**src/rtl/prio_encoder_pipe.sv**
```systemverilog
// Two-stage pipelined priority encoder: reports the highest or lowest set bit of in_data, chosen per sample.
// Optional macro PRIO_ENC_HOLD_EN: an empty sample keeps the last found index on out_idx.
module prio_encoder_pipe #(
    parameter int WIDTH = 128,
    parameter int SEG   = 16
) (
    input  logic                     clk50M,
    input  logic                     rst_n,
    input  logic                     in_valid,
    input  logic [WIDTH-1:0]         in_data,
    input  logic                     in_mode,
    output logic                     out_valid,
    output logic                     out_found,
    output logic [$clog2(WIDTH)-1:0] out_idx,
    output logic                     out_change
);
    localparam int IDXW = $clog2(WIDTH);
    localparam int NSEG = WIDTH / SEG;
    localparam int OFFW = $clog2(SEG);

    logic [NSEG-1:0]           hit_c;
    logic [NSEG-1:0][OFFW-1:0] off_c;
    logic [NSEG-1:0]           s1_hit;
    logic [NSEG-1:0][OFFW-1:0] s1_off;
    logic                      s1_valid;
    logic                      s1_mode;
    logic                      found_c;
    logic [IDXW-1:0]           idx_c;

    // Stage 1: per-segment hit flag and local winner offset
    always_comb begin
        hit_c = '0;
        off_c = '0;
        for (int s = 0; s < NSEG; s++) begin
            hit_c[s] = |in_data[s*SEG +: SEG];
            if (in_mode) begin
                for (int b = SEG-1; b >= 0; b--) begin
                    if (in_data[s*SEG + b]) off_c[s] = OFFW'(b);
                end
            end else begin
                for (int b = 0; b < SEG; b++) begin
                    if (in_data[s*SEG + b]) off_c[s] = OFFW'(b);
                end
            end
        end
    end

    // Stage 2: choose the winning segment; the last match in scan order wins
    always_comb begin
        found_c = |s1_hit;
        idx_c   = '0;
        if (s1_mode) begin
            for (int s = NSEG-1; s >= 0; s--) begin
                if (s1_hit[s]) idx_c = IDXW'(s*SEG) | IDXW'(s1_off[s]);
            end
        end else begin
            for (int s = 0; s < NSEG; s++) begin
                if (s1_hit[s]) idx_c = IDXW'(s*SEG) | IDXW'(s1_off[s]);
            end
        end
`ifdef PRIO_ENC_HOLD_EN
        if (!found_c) idx_c = out_idx;
`else
        if (!found_c) idx_c = '0;
`endif
    end

    always_ff @(posedge clk50M or negedge rst_n) begin
        if (!rst_n) begin
            s1_valid   <= 1'b0;
            s1_mode    <= 1'b0;
            s1_hit     <= '0;
            s1_off     <= '0;
            out_valid  <= 1'b0;
            out_found  <= 1'b0;
            out_idx    <= '0;
            out_change <= 1'b0;
        end else begin
            s1_valid  <= in_valid;
            out_valid <= s1_valid;
            if (in_valid) begin
                s1_hit  <= hit_c;
                s1_off  <= off_c;
                s1_mode <= in_mode;
            end
            // out_found/out_idx double as the stored previous valid result
            if (s1_valid) begin
                out_found  <= found_c;
                out_idx    <= idx_c;
                out_change <= {found_c, idx_c} != {out_found, out_idx};
            end else begin
                out_change <= 1'b0;
            end
        end
    end
endmodule

```
**config.mk**
```make
export PLATFORM = sky130hd
export DESIGN_NAME = prio_encoder_pipe
export DESIGN_NICKNAME = d
export VERILOG_FILES = /design/src/rtl/prio_encoder_pipe.sv
export SDC_FILE = /design/constraint.sdc
export NUM_CORES = 1
export LEC_CHECK = 0
export ABC_AREA = 1
export BUFFER_PORTS_ARGS = -buffer_cell sky130_fd_sc_hd__buf_2
export CAP_MARGIN = 5
export CELL_PAD_IN_SITES_DETAIL_PLACEMENT = 2
export CELL_PAD_IN_SITES_GLOBAL_PLACEMENT = 2
export CORE_MARGIN = 2
export CORE_UTILIZATION = 28
export CTS_CLUSTER_DIAMETER = 150
export DETAILED_ROUTE_END_ITERATION = 7
export GPL_ROUTABILITY_DRIVEN = 0
export PLACE_DENSITY = 0.95
export SYNTH_ARGS = -nofsm -noshare
export SYNTH_HDL_FRONTEND = slang
export SYNTH_SLANG_ARGS = --single-unit
```
**constraint.sdc**
```tcl
create_clock -name clk50M -period 4.9 [get_ports clk50M]
set_input_delay 0.98 -clock clk50M [delete_from_list [all_inputs] [get_ports clk50M]]
set_output_delay 0.98 -clock clk50M [all_outputs]
set_load 0.02 [all_outputs]
```
Word-level counts from Yosys, hierarchy flattened
Cells that the tools add are included.
- bits in registers: 52
- input port bits: 132
- word-level logic and storage cells: 300
- output and inout port bits: 10
- reduce and logical (&&, ||, !) cells: 9
- multiplexer cells: 275
- equality and inequality tests: 1
- operators by type and width (operator ; number):
    4-bit 2-to-1 mux ; 249
    16-bit OR reduction ; 8
    7-bit 2-to-1 mux ; 17
    1-bit 2-to-1 mux ; 9
    8-bit != test ; 1
    8-bit OR reduction ; 1

Depth between registers and ports, before layout
- depth in word-level cells: 17
- mapped depth: 17
- gate-level depth less buffers: 17

Worst setup path after synthesis
No wires, ideal clock.
- kind: input -> register
- from: input in_valid
- to: register s1_off[7] (netlist bit)
- buffers on the path: 3
- data required time: 4.806 ns
- cell stages on the path: 6
- slack: 2.905 ns
- arrival: 1.901 ns
- library setup time: 0.094 ns
- path through: clkbuf_1 -> inv_1 -> buf_2 -> buf_1 -> nor2_1 -> a211oi_1
- RTL lines (item ; line ; source):
    start: declaration ; 9 ; input logic in_valid,
    end signal: assignment ; 73 ; s1_off <= '0;
    end signal: assignment ; 83 ; s1_off <= off_c;
    end: declaration ; 24 ; logic [NSEG-1:0][OFFW-1:0] s1_off;

==> reports/results.tsv <==
metric	value	unit
row count	50	
nets	1256	
fin. max-slew vios	0	
min cycle time layout	2.53	ns
post-CTS resize count	0	
Area contributors post-synth	nand2_1 (31%), dfrtp_1 (25%), inv_1 (13%)	
flop2flop setup slack	2.82	ns
syn avg cell area	5.32	sq um
FF+latch count, synth	52	
Hold Path Depth	0	
Area growth syn-to-layout	19.6	%
peak supply drop	0.000112	V
die height	142	um
final setup fails	0	
die area	20000	sq um
Worst-Margin Slew	0.869	ns
Worst Clk Skew	0.00797	ns
startpoint types	input port	
Via Count	6644	
diode count	0	
RR Startpoint	s1_hit[2]$_DFFE_PN0P_	
setup TNS	0	ns
Post CTS Setup Buffer Count	0	
Worst EP arrival	2.73	ns
routed wire length	21600	um
Register-to-Register Path Depth	11	
hold endpoint	out_valid$_DFF_PN0_	
crit path max fanout	35	
clk slew on worst S/H paths	0.08	ns
Worst Hold Launch	s1_valid$_DFF_PN0_	
largest net degree at the start of global routing	53	
Fin. Hold Viols	0	
status	completed	
CTS tree	yes	
gr ovfl total	0	
clock tree buffer depth	2	
initial antenna violation count	0	
main flop type after synthesis	dfrtp_1	
clock latency on the worst-skew pair	0.31	ns
hold_ws	0.438	ns
Residual DRC	0	
top-count cell post-synth	nand2_1	
synthesized cell area	5290	sq um
Sink Count	52	
area leader, netlist	nand2_1	
core footprint	18600	sq um
leakage	3.76	nW
final period utilization	0.516	
DR WL/cell	15.9	um
first-pass GRT wire length	35700	um
vias in the first global route	7446	
f_max	0.395	GHz
CP Class	in2reg	
top cell types by occurrence after synthesis	nand2_1 (432), inv_1 (178), nor2_1 (112)	
Pre-antenna DRT Iters	4	
number of routed nets with antenna violations	0	
PD cells	207	nW/um^2
RSZ-0062 raised after global routing	false	
H-tree Lvls	2	
Post-Syn Nets	1128	
die width	142	um
Post-synth EDFFs	0	
port bufs	141	
total CTS buffers	5	
Critical Path End Type	flop	
Ports	142	
Synth cell types	36	
Total Routing Usage GR	0.218	
clk root buf	clkbuf_16	
r2r endpoint	out_change$_DFF_PN0_	
Worst Hold Class	reg2reg	
share of layout cells above drive strength 1	0.143	
post-synthesis sequential area ratio	0.246	
Rel. slew slack	0.420	
Synth Warn #	0	
DRT iter0 DRCs	256	
number of max-cap violations	0	
Post-Synthesis Cells	996	
Starting Density	0.284	
Hold Buf Count CTS	0	
asr flop ratio synth	1.00	
Req. time, crit path	5.10	ns
vias per cell	4.89	
post-detail-place hpwl	18200	um
Synth top area share	0.306	
-- final cells by class --
class | count | area [sq um]
Sequential cell | 52 | 1300
Fill cell | 2491 | 12300
Multi-Input combinational cell | 741 | 3190
Inverter | 181 | 679
Tap cell | 234 | 293
Clock inverter | 1 | 7.51
Timing Repair Buffer | 143 | 721
Clock buffer | 7 | 143
-- flip-flops by register name (all words and copies together) (netlist names) --
name and count:
out_valid 1, out_found 1, s1_mode 1, out_change 1
s1_valid 1, s1_hit 8, s1_off 32, out_idx 7
-- per-stage QoR --
step	cell area (sq um)	std cells	utilization	total power, mW	setup slack (ns)
final	6330	1359	0.340	1.31	2.37
after global routing	6330	1359	0.340	1.40	2.24
after CTS	6330	1359	0.340	1.32	2.38
after detailed placement	6180	1351	0.332	0.937	2.06
after global placement	6180	1351	0.332	0.899	2.34
after floorplan	5290	996	-	0.745	2.90
-- placed cells by master (no fill, tap or decap), types with 2 or more instances in the layout --
master,n
a211oi_1,5
a21oi_1,36
a22oi_1,6
a31oi_1,3
a32o_1,2
buf_2,141
buf_4,2
clkbuf_16,5
dfrtp_1,52
inv_1,178
inv_2,3
nand2_1,432
nand2_2,2
nand3_1,33
nor2_1,112
nor3_1,6
nor4_1,2
o211ai_1,3
o21ai_0,63
o22ai_1,6
o31ai_1,17
-- routing by layer --
layer	up-vias	share of wire	global-route usage
met4	0	0.017	0.0542
li1	3284	-	-
met1	3213	0.43	0.259
met3	30	0.034	0.0297
met5	-	0	0
met2	117	0.52	0.412
-- worst max-delay path, cell delays in order --
cell and delay (ns):
buf_2 0.54, inv_1 0.14, nor2_1 0.47, inv_1 0.20, a32o_1 0.25, o21ai_0 0.12
-- kinds of logic after synthesis --
group,count (synthesis),synth area share
and+or+nand+nor,594,0.440
xor gates and xnor gates,3,0.00638
AOI/OAI and AO/OA,144,0.156
DFF,52,0.246
buffers and inverters,203,0.152
-- where the power goes --
part / total, mW / internal, mW / switching (mW)
clock: 0.386 / 0.205 / 0.181
sequential: 0.502 / 0.468 / 0.0339
combinational: 0.425 / 0.149 / 0.275
-- worst max path at each step --
stage          startpoint                endpoint  slack, ns  cells after the start
5_1_grt          in_valid  s1_off[14]$_DFFE_PN0P_       2.24                      6
3_3_place_gp     in_valid  s1_off[22]$_DFFE_PN0P_       2.34                      7
3_5_place_dp     in_valid  s1_off[14]$_DFFE_PN0P_       2.06                      6
6_report         in_valid  s1_off[14]$_DFFE_PN0P_       2.37                      6
2_1_floorplan    in_valid   s1_off[7]$_DFFE_PN0P_       2.90                      6
4_1_cts          in_valid  s1_off[14]$_DFFE_PN0P_       2.38                      6
Note: power is estimated with default switching activity, not from simulation.
